**src/rtl/seg7_pkg.sv**
```systemverilog
// seg7_pkg: shared types and constants for the 8-digit seven-segment scan arbiter.
//   seg_own_t  - display ownership state (nobody / source A / source B)
//   NUM_DIGITS - digits per scan frame (4 left + 4 right)
//   DIGIT_EN   - one-hot digit enable within a bank, indexed by idx[1:0]
//   SEG_OFF    - all segments dark
package seg7_pkg;

  typedef enum logic [1:0] {
    IDLE  = 2'd0,
    OWN_A = 2'd1,
    OWN_B = 2'd2
  } seg_own_t;

  localparam int NUM_DIGITS = 8;

  // Element 0 is the leftmost digit of a bank.
  localparam logic [3:0][3:0] DIGIT_EN = {4'b0001, 4'b0010, 4'b0100, 4'b1000};

  localparam logic [7:0] SEG_OFF = 8'h00;

endpackage

```
**src/rtl/seg7_scan_timer.sv**
```systemverilog
// seg7_scan_timer: digit-slot prescaler and digit index for the scan frame.
//   clk_trl        in   clock
//   rst_n          in   synchronous reset, active-low
//   count          out  position inside the current digit slot, 0..CLK_DIV-1
//   idx            out  current digit, 0..7 (0 = leftmost left digit)
//   frame_boundary out  last cycle of the last slot of a frame
//   frame_done     out  high for the first cycle of each new frame
module seg7_scan_timer
  import seg7_pkg::*;
#(
  parameter int CLK_DIV = 100000,
  parameter int CW      = $clog2(CLK_DIV)
) (
  input  logic          clk_trl,
  input  logic          rst_n,
  output logic [CW-1:0] count,
  output logic [2:0]    idx,
  output logic          frame_boundary,
  output logic          frame_done
);

  logic tick;

  assign tick           = (count == CW'(CLK_DIV - 1));
  assign frame_boundary = tick && (idx == 3'(NUM_DIGITS - 1));

  always_ff @(posedge clk_trl) begin
    if (!rst_n) begin
      count      <= '0;
      idx        <= '0;
      frame_done <= 1'b0;
    end else begin
      count <= tick ? '0 : count + 1'b1;
      // 3-bit index wraps 7 -> 0 on its own.
      if (tick) idx <= idx + 1'b1;
      // Registering the boundary puts the pulse on the cycle where idx/count are back at 0.
      frame_done <= frame_boundary;
    end
  end

endmodule

```
**src/rtl/seg7_scan_arbiter.sv**
```systemverilog
// seg7_scan_arbiter: owns the two 4-digit seven-segment banks, grants one of two
// pattern sources per scan frame, latches its 64-bit frame and scans it out with
// anti-ghost blanking at the start of every digit slot.
//   clk_trl, rst_n         clock, synchronous active-low reset
//   req_a/frame_a          source A request + pattern (A wins ties from IDLE)
//   req_b/frame_b          source B request + pattern
//   bright                 3-bit brightness, only used with SEG_DIM_EN
//   gnt_a/gnt_b            current owner (one-hot or both 0)
//   frame_done             1-cycle pulse at each frame start
//   a_to_g_left/right      bank segments, bit7 = a .. bit1 = g, bit0 = dp
//   leftseg/rightseg       bank digit enables, 4'b1000 = leftmost
// Build option: define SEG_DIM_EN to PWM-dim the lit part of each slot by bright.
module seg7_scan_arbiter
  import seg7_pkg::*;
#(
  parameter int CLK_DIV    = 100000,
  parameter int BLANK_CYC  = 16,
  parameter int HOLD_SCANS = 64
) (
  input  logic        clk_trl,
  input  logic        rst_n,
  input  logic        req_a,
  input  logic [63:0] frame_a,
  input  logic        req_b,
  input  logic [63:0] frame_b,
  input  logic [2:0]  bright,
  output logic        gnt_a,
  output logic        gnt_b,
  output logic        frame_done,
  output logic [7:0]  a_to_g_left,
  output logic [7:0]  a_to_g_right,
  output logic [3:0]  leftseg,
  output logic [3:0]  rightseg
);

  localparam int CW = $clog2(CLK_DIV);
  localparam int HW = $clog2(HOLD_SCANS + 1);

  logic [CW-1:0] count;
  logic [2:0]    idx;
  logic          frame_boundary;

  seg7_scan_timer #(.CLK_DIV(CLK_DIV), .CW(CW)) u_timer (
    .clk_trl        (clk_trl),
    .rst_n          (rst_n),
    .count          (count),
    .idx            (idx),
    .frame_boundary (frame_boundary),
    .frame_done     (frame_done)
  );

  // ---------------- arbiter ----------------
  seg_own_t                        state, state_nxt;
  logic [HW-1:0]                   hold, hold_inc;
  logic                            hold_expired;
  logic [NUM_DIGITS-1:0][7:0]      shadow;

  // hold_inc includes the frame that is completing right now, so the owner
  // yields at the boundary that ends its HOLD_SCANS-th frame.
  assign hold_inc     = (hold == HW'(HOLD_SCANS)) ? hold : hold + 1'b1;
  assign hold_expired = (hold_inc == HW'(HOLD_SCANS));

  always_comb begin
    state_nxt = state;
    unique case (state)
      IDLE: begin
        if (req_a)      state_nxt = OWN_A;
        else if (req_b) state_nxt = OWN_B;
      end
      OWN_A: begin
        if (!req_a)                     state_nxt = req_b ? OWN_B : IDLE;
        else if (req_b && hold_expired) state_nxt = OWN_B;
      end
      OWN_B: begin
        if (!req_b)                     state_nxt = req_a ? OWN_A : IDLE;
        else if (req_a && hold_expired) state_nxt = OWN_A;
      end
      default: state_nxt = IDLE;
    endcase
  end

  // Everything here moves only at frame boundaries, so a frame is never torn.
  always_ff @(posedge clk_trl) begin
    if (!rst_n) begin
      state  <= IDLE;
      hold   <= '0;
      shadow <= '0;
    end else if (frame_boundary) begin
      state <= state_nxt;
      hold  <= (state_nxt != state || state_nxt == IDLE) ? '0 : hold_inc;
      unique case (state_nxt)
        OWN_A:   shadow <= frame_a;
        OWN_B:   shadow <= frame_b;
        default: shadow <= '0;
      endcase
    end
  end

  // state is a flop, so the grants are registered.
  assign gnt_a = (state == OWN_A);
  assign gnt_b = (state == OWN_B);

  // ---------------- output mux / blank / dim ----------------
`ifdef SEG_DIM_EN
  logic [2:0] pwm;
  always_ff @(posedge clk_trl) begin
    if (!rst_n) pwm <= '0;
    else        pwm <= pwm + 1'b1;
  end
`else
  logic unused_bright;
  assign unused_bright = ^bright;
`endif

  logic [7:0] digit_segs;
  logic [3:0] digit_en;
  logic       lit;
  logic [7:0] segl_d, segr_d;
  logic [3:0] enl_d, enr_d;

  assign digit_segs = shadow[3'(NUM_DIGITS - 1) - idx];
  assign digit_en   = DIGIT_EN[idx[1:0]];

  always_comb begin
    lit = (state != IDLE) && (count >= CW'(BLANK_CYC));
`ifdef SEG_DIM_EN
    // Blanking wins; dimming only trims the lit window.
    lit = lit && (pwm <= bright);
`endif
    segl_d = SEG_OFF;
    segr_d = SEG_OFF;
    enl_d  = '0;
    enr_d  = '0;
    if (lit) begin
      if (!idx[2]) begin
        segl_d = digit_segs;
        enl_d  = digit_en;
      end else begin
        segr_d = digit_segs;
        enr_d  = digit_en;
      end
    end
  end

  // Registered outputs: display trails count/idx by one cycle, durations unchanged.
  always_ff @(posedge clk_trl) begin
    if (!rst_n) begin
      a_to_g_left  <= SEG_OFF;
      a_to_g_right <= SEG_OFF;
      leftseg      <= '0;
      rightseg     <= '0;
    end else begin
      a_to_g_left  <= segl_d;
      a_to_g_right <= segr_d;
      leftseg      <= enl_d;
      rightseg     <= enr_d;
    end
  end

endmodule
```
**config.mk**
```make
export PLATFORM = sky130hd
export DESIGN_NAME = seg7_scan_arbiter
export DESIGN_NICKNAME = d
export VERILOG_FILES = /design/src/rtl/seg7_pkg.sv /design/src/rtl/seg7_scan_timer.sv /design/src/rtl/seg7_scan_arbiter.sv
export SDC_FILE = /design/constraint.sdc
export NUM_CORES = 1
export LEC_CHECK = 0
export ABC_AREA = 1
export CELL_PAD_IN_SITES_DETAIL_PLACEMENT = 1
export CELL_PAD_IN_SITES_GLOBAL_PLACEMENT = 1
export CORE_ASPECT_RATIO = 0.75
export CORE_MARGIN = 4
export CORE_UTILIZATION = 37
export CTS_BUF_LIST = sky130_fd_sc_hd__clkbuf_4 sky130_fd_sc_hd__clkbuf_8 sky130_fd_sc_hd__clkbuf_16
export DETAILED_ROUTE_END_ITERATION = 7
export GPL_TIMING_DRIVEN = 0
export MAX_ROUTING_LAYER = met4
export PLACE_DENSITY = 0.84
export SYNTH_ARGS = -nofsm -noshare
export SYNTH_HDL_FRONTEND = slang
export SYNTH_SLANG_ARGS = --single-unit
```
**constraint.sdc**
```tcl
create_clock -name clk_trl -period 4.7 [get_ports clk_trl]
set_input_delay 0.47 -clock clk_trl [delete_from_list [all_inputs] [get_ports clk_trl]]
set_output_delay 0.47 -clock clk_trl [all_outputs]
set_load 0.01 [all_outputs]
```
After elaboration in Yosys (flattened, before gate mapping). Index checks and enable logic that the tools add are counted.

Bitwise operators: 2. Reductions and logical operators: 11. Eq/ne operators: 9. $lt $le $gt $ge: 3. Muxes and demuxes: 16. $add $sub $neg: 4.

Operators by type and width (number): $pmux W64 S2 (1); $bmux W8 S3 (1); $add A17 B1 Y17 const B (1); $eq A17 B17 Y1 const B (1); $ge A17 B5 Y1 const B (1); $eq A7 B7 Y1 const B (2); $mux W2 (7); $mux W7 (2); $bmux W4 S2 (1); $mux W8 (1); $add A7 B1 Y7 const B (1); $pmux W2 S3 (1); $eq A2 B1 Y1 const B (2); $eq A2 B2 Y1 const B (2); $logic_and A1 B1 Y1 (4); $logic_not A2 Y1 (2); $lt A3 B4 Y1 const B (1); $mux W4 (1); $add A3 B1 Y3 const B (1); $eq A3 B3 Y1 const B (1); $lt A2 B3 Y1 const B (1); $reduce_and A3 Y1 (1); $reduce_or A3 Y1 (1); $sub A3 B3 Y3 const A (1); 6 further kinds (7).

Bits in registers: 118. Logic and storage cells: 62. Output and inout bits: 27.

Logic depth before layout (Yosys ltp). Gate-level depths: netlist of the first run.

Depth in word-level cells: 10. Mapped depth: 20. Gate-level depth less buffers: 20.

Modules after synthesis. Synthesis of the first run repeated with hierarchy kept, for this count alone.

Cell total of the unflattened synthesis: 761. Area total of the unflattened synthesis: 5617.9 um^2.

By module, submodules not included: seg7_scan_arbiter (cells each 606, instances 1, area each 4543.1 um^2, sequential area each 1941.9 um^2); seg7_scan_timer (cells each 155, instances 1, area each 1074.8 um^2, sequential area each 420.4 um^2).

Worst setup path after synthesis of the first run. OpenSTA, ideal clock, no wires.

Kind: flip-flop to flip-flop. Start: register hold[0]. End: register shadow[36] in the netlist's numbering. Cell stages (with the launch flop): 20. Path buffers: 2. Setup slack: 2126 ps. Data required time: 4640 ps. Arrival: 2514 ps. Path through: dfxtp_1 -> inv_1 -> ha_1 -> inv_1 -> nor2_1 -> nand3_1 -> nand2_1 -> nand2_1 -> nand2_1 -> nor2_4 -> nand3_1 -> a21boi_1 -> nand2_1 -> inv_1 -> ha_1 -> clkbuf_1 -> clkbuf_1 -> a22o_1 -> nand3_1 -> nand2_1.

Word-level cells in the longest chain between the ends: 9. Elaborated cells on any way between the ends: 14.

RTL lines: from (decl) (line seg7_scan_arbiter.sv:54) `logic [HW-1:0] hold, hold_inc;`; from (signal assigned) (line seg7_scan_arbiter.sv:90) `hold <= (state_nxt != state || state_nxt == IDLE) ? '0 : hold_inc;`; $add A7 B1 Y7 or $eq A7 B7 Y1 (tied branches) (line seg7_scan_arbiter.sv:60) `assign hold_inc = (hold == HW'(HOLD_SCANS)) ? hold : hold + 1'b1;`; $mux W7 (*) (line seg7_scan_arbiter.sv:60); $eq A7 B7 Y1 (*) (line seg7_scan_arbiter.sv:61) `assign hold_expired = (hold_inc == HW'(HOLD_SCANS));`; $logic_and A1 B1 Y1 (on tied branches) (line seg7_scan_arbiter.sv:76, seg7_scan_arbiter.sv:72); $mux W2 (on tied branches) (line seg7_scan_arbiter.sv:76, seg7_scan_arbiter.sv:72); $mux W2 (on tied branches) (line seg7_scan_arbiter.sv:75, seg7_scan_arbiter.sv:71); $pmux W2 S3 (*) (line seg7_scan_arbiter.sv:65) `unique case (state)`; via state_nxt[1] (line seg7_scan_arbiter.sv:53) `seg_own_t state, state_nxt;`; $eq A2 B2 Y1 or $eq A2 B1 Y1 (tied branches) (line seg7_scan_arbiter.sv:91) `unique case (state_nxt)`; $pmux W64 S2 (*) (line seg7_scan_arbiter.sv:91); to (signal assigned) (line seg7_scan_arbiter.sv:92) `OWN_A: shadow <= frame_a;`; to (signal assigned) (line seg7_scan_arbiter.sv:93) `OWN_B: shadow <= frame_b;`; to (decl) (line seg7_scan_arbiter.sv:56) `logic [NUM_DIGITS-1:0][7:0] shadow;`.

Mark *: on every way through the listed nets, which the timed path passes. The rest lies on a longest branch. A chain may end at the register's enable or synchronous reset.

Worst setup path in the final report of the first run.
Start: register hold[0]. End: register shadow[58] in the netlist's numbering.

The elaborated chain is that of the path after synthesis.

==> flow_summary.json, run 1 <==
{
  "setup_viol": 0,
  "worst_clock_skew_ns": 0.01439,
  "synth-seq-cells": 118,
  "via_per_inst": 5.352,
  "synth_nets": 930,
  "cp.required_ns": 5.06,
  "cts_buffer_depth": 2,
  "vias": 6299,
  "hold_violations": 0,
  "avgSynthCellArea_um2": 7.394,
  "dp.cells": 1145,
  "syn_inst": 783,
  "slowest_delay_ns": 0.70,
  "antennaDiodeCount": 0,
  "outcome": "complete, no violations",
  "routed.top_layer": "met4",
  "post_cts_resized": 0,
  "grt_antenna_before_repair": 0,
  "cts_tree": "done",
  "clock_sinks": 118,
  "crit_top_cell": "nand2_1",
  "final_cell_mix": "clkdlybuf4s50_1 (157), nand3_1 (150), dfxtp_1 (118)",
  "slew_headroom": 0.3801,
  "design_area_um2": 8288,
  "routedWlPerCell_um": 18.86,
  "drt_iter0_markers": 448,
  "combPwrFrac": 0.089,
  "path_class": "reg2reg",
  "place_congestion": 0.8501,
  "swShare": 0.2248,
  "yosysWarnings": 0,
  "cp.arrival_ns": 4.09,
  "tightest_slew_ns": 0.9298,
  "finalCritPeriodShare": 0.7925,
  "hold_buffers": 0,
  "first_pass_iters": 5,
  "syn_to_final_growth_pct": 43.16,
  "io_pins": 162,
  "drc": 0,
  "wl_met2_mm": 10.47,
  "hp-class": "reg2reg",
  "layout_commonest_cell": "clkdlybuf4s50_1",
  "routed_wl_mm": 22.20,
  "vdd_ir_drop_max_mv": 0.2002,
  "overflow": 0,
  "cts_setup_buffers": 0,
  "yosysSeqAreaShare": 0.4080,
  "die_area_um2": 17730,
  "dpl-instance-area_um2": 7617,
  "cts.htree.levels": 4,
  "holdWs_ns": 0.4729,
  "grt_pass1_wl_mm": 34.82,
  "wirelength_met1_mm": 10.24,
  "stdcell_count": 1177,
  "core-area_um2": 15270,
  "synth.distinct_cells": 36,
  "timing.fmax_mhz": 268.5,
  "syn_area_um2": 5789,
  "start_util": 0.3790,
  "end_kind": "register",
  "die_y_um": 116.3,
  "layout-drive-gt1-share": 0.07202,
  "grt_pass1_vias": 6557,
  "met3_length_mm": 1.046,
  "placementRows": 39,
  "clk_latency_ns": 0.42,
  "p_sw_w": 0.0006142,
  "rsz0062_at_grt": "false",
  "grt_max_degree": 17,
  "critPathLaunchType": "register",
  "p_leak_nw": 3.363,
  "maxCapViolations": 0,
  "placement.io_buffers": 157,
  "finalCriticalPeriod_ns": 3.725,
  "drv_slew": 0,
  "die_w_um": 152.4,
  "hpwl_mm": 15.87,
  "final_util": 0.5426,
  "critPathSlowestCell": "clkbuf_1",
  "clkPwrFrac": 0.543,
  "p_per_area_nw_per_um2": 329.7,
  "tns_ns": 0,
  "cts_made_buffers": 17,
  "power_frac_seq": 0.368,
  "grt_usage": 0.2548,
  "ant_nets": 0,
  "cp_max_fo": 10,
  "root_buffer": "clkbuf_16",
  "layout.nets": 1106,
  "p_int_w": 0.002118,
  "clk_pin_slew_ns": 0.06,
  "path_cells": "inv_1 > ha_1 > inv_1 > nor2_1 > nand3_1 > nand2_1 > nand2_1 > nand2_1 > nor2_4 > nand3_1 > nand2_2 > nand3_2 > inv_1 > ha_1 > clkbuf_1 > clkbuf_1 > a22o_1 > nand3_1 > nand2_1"
}
[synthesized netlist by cell type]
library cell | count | area [um2]
nand3_1 | 150 | 750.7
dfxtp_1 | 118 | 2362
nand2_1 | 108 | 405.4
nor2_1 | 92 | 345.3
a22o_1 | 64 | 560.5
clkbuf_1 | 46 | 172.7
a21oi_1 | 41 | 205.2
inv_1 | 39 | 146.4
o21ai_0 | 37 | 185.2
ha_1 | 12 | 150.1
nand2_2 | 8 | 50.05
nor3_1 | 8 | 40.04
buf_1 | 5 | 18.77
buf_4 | 5 | 37.54
inv_2 | 5 | 18.77
nor2_2 | 5 | 31.28
buf_2 | 4 | 20.02
nor4_1 | 4 | 25.02
o21ai_1 | 4 | 20.02
xor2_1 | 4 | 35.03
nand3_2 | 3 | 30.03
nand4_1 | 3 | 18.77
nor3b_1 | 3 | 22.52
a221oi_1 | 2 | 17.52
nor2_4 | 2 | 22.52
a211oi_1 | 1 | 7.510
a21boi_1 | 1 | 7.510
a21oi_2 | 1 | 8.760
a311oi_1 | 1 | 8.760
buf_6 | 1 | 11.26
clkinv_1 | 1 | 3.750
clkinv_4 | 1 | 8.760
nor4_2 | 1 | 12.51
or2_1 | 1 | 6.260
or2_2 | 1 | 6.260
xor2_2 | 1 | 16.27
[power groups by stage]
stage,clock network [W],registers [W],logic [W]
6_report,0.00148,0.00101,0.000244
5_1_grt,0.00153,0.00100,0.000264
4_1_cts,0.00149,0.00100,0.000245
3_5_place_dp,0,0.00103,0.000242
3_3_place_gp,0,0.00103,0.000237
2_1_floorplan,0,0.00103,0.0000957
[worst max-delay path: cells and delay by family, from the launching register on]
kind	cells	cell delay, ns
simple gates	11	1.01
fa+ha+maj	2	0.35
buf+inv	5	1.59
flops	1	0.42
compound gates	1	0.27
[cells by family (layout without fill, tap and decap cells)]
group           after synthesis  count (layout)  share of synthesized area
simple gates                389             389                     0.3052
xor+xnor                      5               5                   0.008861
buf+inv                     107             296                    0.07564
compound gates              152             152                     0.1764
fa+ha+maj                    12              12                    0.02593
flops                       118             118                     0.4080
[through the flow]
step           worst slack (ns)  power [W]
2_1_floorplan             2.126   0.001121
3_3_place_gp              1.052   0.001263
3_5_place_dp              1.005   0.001269
4_1_cts                  0.9895   0.002738
5_1_grt                  0.5734   0.002801
6_report                 0.9753   0.002732
[flip-flops by register name, indices dropped and copies added, names as in the netlist]
register and count:
shadow 64, u_timer.count 17, a_to_g_left 8, a_to_g_right 8, hold 7, leftseg 4
rightseg 4, u_timer.idx 3, state 2, u_timer.frame_done 1
[routing by layer]
layer,vias to the layer above,global-route usage
met5,-,-
met2,181,0.4260
met1,3039,0.3185
li1,3034,-
met4,0,0.07596
met3,45,0.04852
[final cells by class]
cell class / count / area (um2)
well taps: 205 / 256.5
inverters: 46 / 177.7
multi-input cells: 558 / 2989
repair buffers: 157 / 1572
clock buffers: 19 / 452.9
plain buffers: 61 / 260.3
clock inverters: 13 / 217.7
fillers: 1881 / 6985
flip-flops and latches: 118 / 2362
[worst paths after layout]
kind / start / end / slack [ns] / cells after the start
max: hold[0] / shadow[58] / 0.98 / 19
min: shadow[52] / shadow[52] / 0.47 / 2
min reg2reg: shadow[52] / shadow[52] / 0.47 / 2
max reg2reg: hold[0] / shadow[58] / 0.98 / 19
Power figures use the tool's default switching activity.
==> run 2, diff against run 1 <==
- CORE_UTILIZATION: 37 -> 34
- PLACE_DENSITY: 0.84 -> 0.78
- clock period: 4.7 -> 3.8 ns (I/O delays scaled with it)
==> run 2 against run 1 <==
Net effect:
- clock skew is 0.0026 ns lower
- die area grew 8.3%
- critical path depth fell by 4
- clock power rose by 16%
- register-to-register slack worse by 0.58 ns
- critical path type unchanged
- power up 19%
- highest routed layer unchanged
- sequential share of layout area up 0.14 points
- core utilization shrank 5.1 points
- non-clock buffer count shrank 2
- via count down 2.0%
- first-iteration DRC count shrank 20%
==> flow_summary.json, run 2 (same netlist as run 1, synthesis figures left out) <==
{
  "hold_buffers": 0,
  "cts_tree": "done",
  "routedWlPerCell_um": 18.03,
  "core-area_um2": 16770,
  "use_met1": 0.3164,
  "busiest_layer": "met2",
  "hold_violations": 0,
  "cts_made_buffers": 17,
  "start_util": 0.3451,
  "maxCapViolations": 0,
  "via_per_inst": 5.207,
  "timing.fmax_mhz": 293.6,
  "syn_to_final_growth_pct": 42.45,
  "cts.htree.levels": 4,
  "path_class": "reg2reg",
  "end_kind": "register",
  "drv_slew": 0,
  "final_cell_mix": "clkdlybuf4s50_1 (157), nand3_1 (150), dfxtp_1 (118)",
  "reg.largest.list": "shadow (64), u_timer.count (17)",
  "hpwl_mm": 15.67,
  "cts_buffer_depth": 2,
  "largest_register": "shadow",
  "drt_iter0_markers": 358,
  "finalCriticalPeriod_ns": 3.406,
  "grt_antenna_before_repair": 0,
  "p_per_area_nw_per_um2": 394.7,
  "grtUsageMet3": 0.04706,
  "root_buffer": "clkbuf_16",
  "slew_headroom": 0.5212,
  "tns_ns": 0,
  "finalCritPeriodShare": 0.8964,
  "grt_pass1_vias": 6303,
  "cp.required_ns": 4.15,
  "overflow": 0,
  "drc": 0,
  "p_leak_nw": 3.350,
  "grt_pass1_wl_mm": 33.76,
  "placementRows": 41,
  "io_pins": 162,
  "first_pass_iters": 4,
  "clk_latency_ns": 0.42,
  "largest_register_ffs": 64,
  "antennaDiodeCount": 0,
  "rsz0062_at_grt": "false",
  "nFillCells": 2037,
  "grt_max_degree": 17,
  "design_area_um2": 8247,
  "tightest_slew_ns": 0.7182,
  "ant_nets": 0,
  "critPathLaunchType": "register",
  "setup_viol": 0,
  "outcome": "complete, no violations",
  "grt_use_met2": 0.3527,
  "routed_wl_mm": 21.36,
  "hp-class": "reg2reg",
  "placement.io_buffers": 157,
  "die_area_um2": 19200,
  "die_y_um": 121.0,
  "vias": 6170,
  "layout.nets": 1104,
  "dpl-instance-area_um2": 7630,
  "die_w_um": 158.7,
  "vdd_ir_drop_max_mv": 0.3281,
  "worst_clock_skew_ns": 0.01176,
  "grt_usage": 0.2318,
  "clk_pin_slew_ns": 0.06,
  "cp_max_fo": 10,
  "clock_sinks": 118,
  "place_congestion": 0.8349,
  "cp.arrival_ns": 3.76,
  "layout-drive-gt1-share": 0.07423,
  "layout_commonest_cell": "clkdlybuf4s50_1"
}
==> run 2: what timing repair did <==
action	in CTS	in global routing
setup buffers	0	0
resized for setup	0	5
setup endpoints to repair	0	43
==> run 2: path summary, 6_finish.rpt <==
| check | end | slack [ns] | cells after the start | startpoint |
|---|---|---|---|---|
| worst min register to register | shadow[20] | 0.47 | 2 | shadow[20] |
| worst max register to register | shadow[45] | 0.39 | 15 | hold[0] |
| worst min-delay path | shadow[20] | 0.47 | 2 | shadow[20] |
| worst max-delay path | shadow[45] | 0.39 | 15 | hold[0] |
==> run 2: metal layers <==
metal	vias up	part of all wire	wire, um
met5	-	0	0
met4	0	0.012	257
met3	18	0.059	1256
met2	160	0.45	9600
met1	2970	0.48	10250
li1	3022	-	-
==> run 2: power breakdown <==
part	internal, W	total, W	switching (W)
clock network	0.00111	0.00171	0.000604
registers	0.00124	0.00124	0.00000226
logic	0.000172	0.000300	0.000128
==> run 2: final cells by class <==
cell class	instances	area, um2	share of cell area
plain buffers	59	255.2	0.03095
clock buffers	19	440.4	0.05341
clock inverters	13	181.4	0.02200
inverters	46	177.7	0.02154
multi-input cells	558	2989	0.3625
flip-flops and latches	118	2362	0.2865
well taps	215	269.0	0.03262
repair buffers	157	1572	0.1906
==> run 2: stage by stage <==
step	power, W	hold WS [ns]	util	cells	worst slack [ns]
floorplan	0.001387	0.4300	-	783	1.226
global placement	0.001566	0.4431	0.4548	1155	0.2452
detailed placement	0.001569	0.4596	0.4548	1155	0.1522
CTS	0.003273	0.4694	0.4919	1187	0.08839
global route	0.003359	0.4902	0.4916	1185	0.02804
finish	0.003255	0.4666	0.4916	1185	0.3936
==> run 2: critical path: stages, from the launching register on <==
cell and delay (ns):
dfxtp_1 0.41, ha_1 0.27, nand3_1 0.13, xor2_1 0.19
nand3_1 0.13, nor2_2 0.15, nand3_1 0.12, nand2_2 0.10
nand2_2 0.08, nand2_1 0.14, inv_1 0.08, ha_1 0.27
clkbuf_1 0.51, clkbuf_1 0.50, nand3_1 0.17, nand2_1 0.10
==> run 3, diff against run 2 <==
- ABC_AREA: 1 -> 0
- CORE_UTILIZATION: 34 -> 35
==> run 3 against run 2 <==
Net effect:
- sequential power about the same
- critical endpoint is now hold[4]
- sequential share of layout area rose by 1.7 points
- combinational power shrank 6%
- register-to-register slack lost 0.17 ns
- synthesized cell count is 26% lower
- cell count decreased by 18%
==> flow_summary.json, run 3 <==
{
  "outcome": "complete, no violations",
  "hp-class": "reg2reg",
  "synth_top_area_share": 0.4422,
  "critPathSlowestCell": "dfxtp_1",
  "r2r_cells": 13,
  "path_class": "reg2reg",
  "vias": 5156,
  "synth-seq-cells": 118,
  "place_congestion": 0.8611,
  "grt_usage": 0.2281,
  "hold_violations": 0,
  "clock_sinks": 118,
  "layout.nets": 903,
  "synth_nets": 728,
  "grt_max_degree": 17,
  "clk_latency_ns": 0.42,
  "clk_pin_slew_ns": 0.05,
  "cp_max_fo": 7,
  "worstHoldStart": "shadow[49]",
  "ys_top_cells_by_count": "dfxtp_1 (118), nand2_1 (79), a22oi_1 (64)",
  "die_area_um2": 17330,
  "root_buffer": "clkbuf_16",
  "largest_register_ffs": 64,
  "syn_area_um2": 5343,
  "tightest_slew_ns": 0.7306,
  "largest_register": "shadow",
  "nFillCells": 1652,
  "grt_antenna_before_repair": 0,
  "start_util": 0.3637,
  "drt_iter0_markers": 251,
  "finalCriticalPeriod_ns": 3.577,
  "syn_inst": 581,
  "via_per_inst": 5.326,
  "synth_most_common_cell": "dfxtp_1",
  "grt_pass1_wl_mm": 29.61,
  "antennaDiodeCount": 0,
  "syn_to_final_growth_pct": 45.83,
  "layout-drive-gt1-share": 0.1263,
  "slew_headroom": 0.5129,
  "hold_buffers": 0,
  "multi_input_area_um2": 2728,
  "drc": 0,
  "crit_top_cell": "ha_1",
  "synthTopCellsByArea": "dfxtp_1 (44%), a22oi_1 (9.0%), mux4_2 (6.7%)",
  "avgSynthCellArea_um2": 9.196,
  "dpl-instance-area_um2": 7174,
  "maxCapViolations": 0,
  "rsz0062_at_grt": "false",
  "regArea_um2": 2362,
  "slowest_delay_ns": 0.48,
  "stdcell_count": 968,
  "cts_made_buffers": 17,
  "cts.htree.levels": 4,
  "die_w_um": 150.7,
  "yosysSeqAreaShare": 0.4422,
  "first_pass_iters": 4,
  "cts_buffer_depth": 2,
  "hpwl_mm": 13.79,
  "vdd_ir_drop_max_mv": 0.1902,
  "core-area_um2": 14690,
  "die_y_um": 115.0,
  "design_area_um2": 7791,
  "hold_depth": 2,
  "layout_commonest_cell": "clkdlybuf4s50_1",
  "placement.io_buffers": 158,
  "path_cells": "inv_1 > ha_1 > or2b_1 > o22ai_1 > o32ai_2 > and4_4 > o21ai_2 > or3_1 > ha_1 > a21o_1 > a41oi_2 > a21oi_1 > nor3_1",
  "p_per_area_nw_per_um2": 406.8,
  "synth.distinct_cells": 53,
  "timing.fmax_mhz": 279.6,
  "rrSetupSlack_ns": 0.22,
  "routed_wl_mm": 18.72,
  "drv_slew": 0,
  "cp.arrival_ns": 3.91,
  "finalCritPeriodShare": 0.9413,
  "dp.cells": 939,
  "io_pins": 162,
  "p_leak_nw": 2.802,
  "holdWs_ns": 0.4504,
  "ant_nets": 0,
  "yosys.area.top_type": "dfxtp_1",
  "cp.required_ns": 4.13,
  "routedWlPerCell_um": 19.33,
  "grt_pass1_vias": 5657,
  "end_kind": "register",
  "synth_flop_cell": "dfxtp_1",
  "cts_tree": "done",
  "yosysWarnings": 0,
  "r2r-end": "hold[4]",
  "hold_end": "shadow[49]",
  "reg.largest.list": "shadow (64), u_timer.count (17)",
  "final_cell_mix": "clkdlybuf4s50_1 (158), dfxtp_1 (118), nand2_1 (79)",
  "critPathLaunchType": "register",
  "reg2reg_from": "hold[0]",
  "overflow": 0,
  "placementRows": 38,
  "async_reset_ff_frac": 0,
  "setup_viol": 0,
  "worst_clock_skew_ns": 0.01420,
  "synth_edf_count": 0
}
run 3: cell types whose count changed in the layout (fill, tap and decap cells not counted), moves of 31 or more:
cell / before / now
a21oi_1: 41 / 10
a22o_1: 64 / 0
a22oi_1: 0 / 64
clkbuf_1: 41 / 10
nand3_1: 150 / 12
nor2_1: 92 / 34
o21ai_1: 4 / 60
run 3: layer usage:
layer	GRT usage	part of all wire
met1	0.2892	0.45
met2	0.3619	0.48
met4	0.06884	0.016
met3	0.05674	0.056
met5	-	0
run 3: layout make-up:
cell class / instances / area share
multi-input cells: 405 / 0.3501
flip-flops and latches: 118 / 0.3032
clock buffers: 17 / 0.05460
repair buffers: 158 / 0.2030
well taps: 200 / 0.03212
inverters: 16 / 0.007708
plain buffers: 40 / 0.02682
clock inverters: 14 / 0.02248
run 3: logic make-up after synthesis:
family                   after synthesis  share of synthesized area
AO/OA/AOI/OAI                        161                     0.1942
adder cells (fa/ha/maj)               12                    0.02810
XOR/XNOR                              20                    0.03279
AND/OR/NAND/NOR                      194                     0.1820
multiplexers                          18                    0.07120
flip-flops                           118                     0.4422
buffers and inverters                 58                    0.04965
run 3: report_power, final:
group / internal [W] / total (W) / switching (W) / leakage, nW
registers: 0.00124 / 0.00124 / 0.00000353 / 0.950
clock network: 0.00103 / 0.00165 / 0.000612 / 0.298
logic: 0.000163 / 0.000281 / 0.000118 / 1.55
run 3: timing repair:
| action | CTS | global route |
|---|---|---|
| resized for setup | 6 | 9 |
| setup buffers | 0 | 0 |
| pin swaps | 0 | 0 |
| endpoints found under the setup margin | 54 | 69 |
run 3: worst max-delay path, delay by kind of cell (launching register included):
kind,cells,cell delay (ns)
AND/OR/NAND/NOR,4,1.14
AO/OA/AOI/OAI,6,1.32
flip-flops,1,0.48
adder cells (fa/ha/maj),2,0.44
buffers and inverters,1,0.11
run 3: how the worst max path moves through the flow:
stage | cells past startpoint | to | start
2_1_floorplan | 13 | hold[4] | hold[0]
3_3_place_gp | 13 | shadow[24] | hold[0]
3_5_place_dp | 13 | shadow[58] | hold[0]
4_1_cts | 12 | shadow[7] | hold[0]
5_1_grt | 13 | hold[4] | hold[0]
6_report | 13 | hold[4] | hold[0]
run 3: through the flow:
| step | setup TNS [ns] | setup slack, ns | total power, W | utilization |
|---|---|---|---|---|
| floorplan | 0 | 0.8519 | 0.001363 | - |
| global placement | 0 | 0.03323 | 0.001542 | 0.4883 |
| detailed placement | -1.542 | -0.1386 | 0.001547 | 0.4883 |
| CTS | 0 | 0.02595 | 0.003184 | 0.5295 |
| global route | 0 | 0.03219 | 0.003255 | 0.5303 |
| finish | 0 | 0.2232 | 0.003170 | 0.5303 |
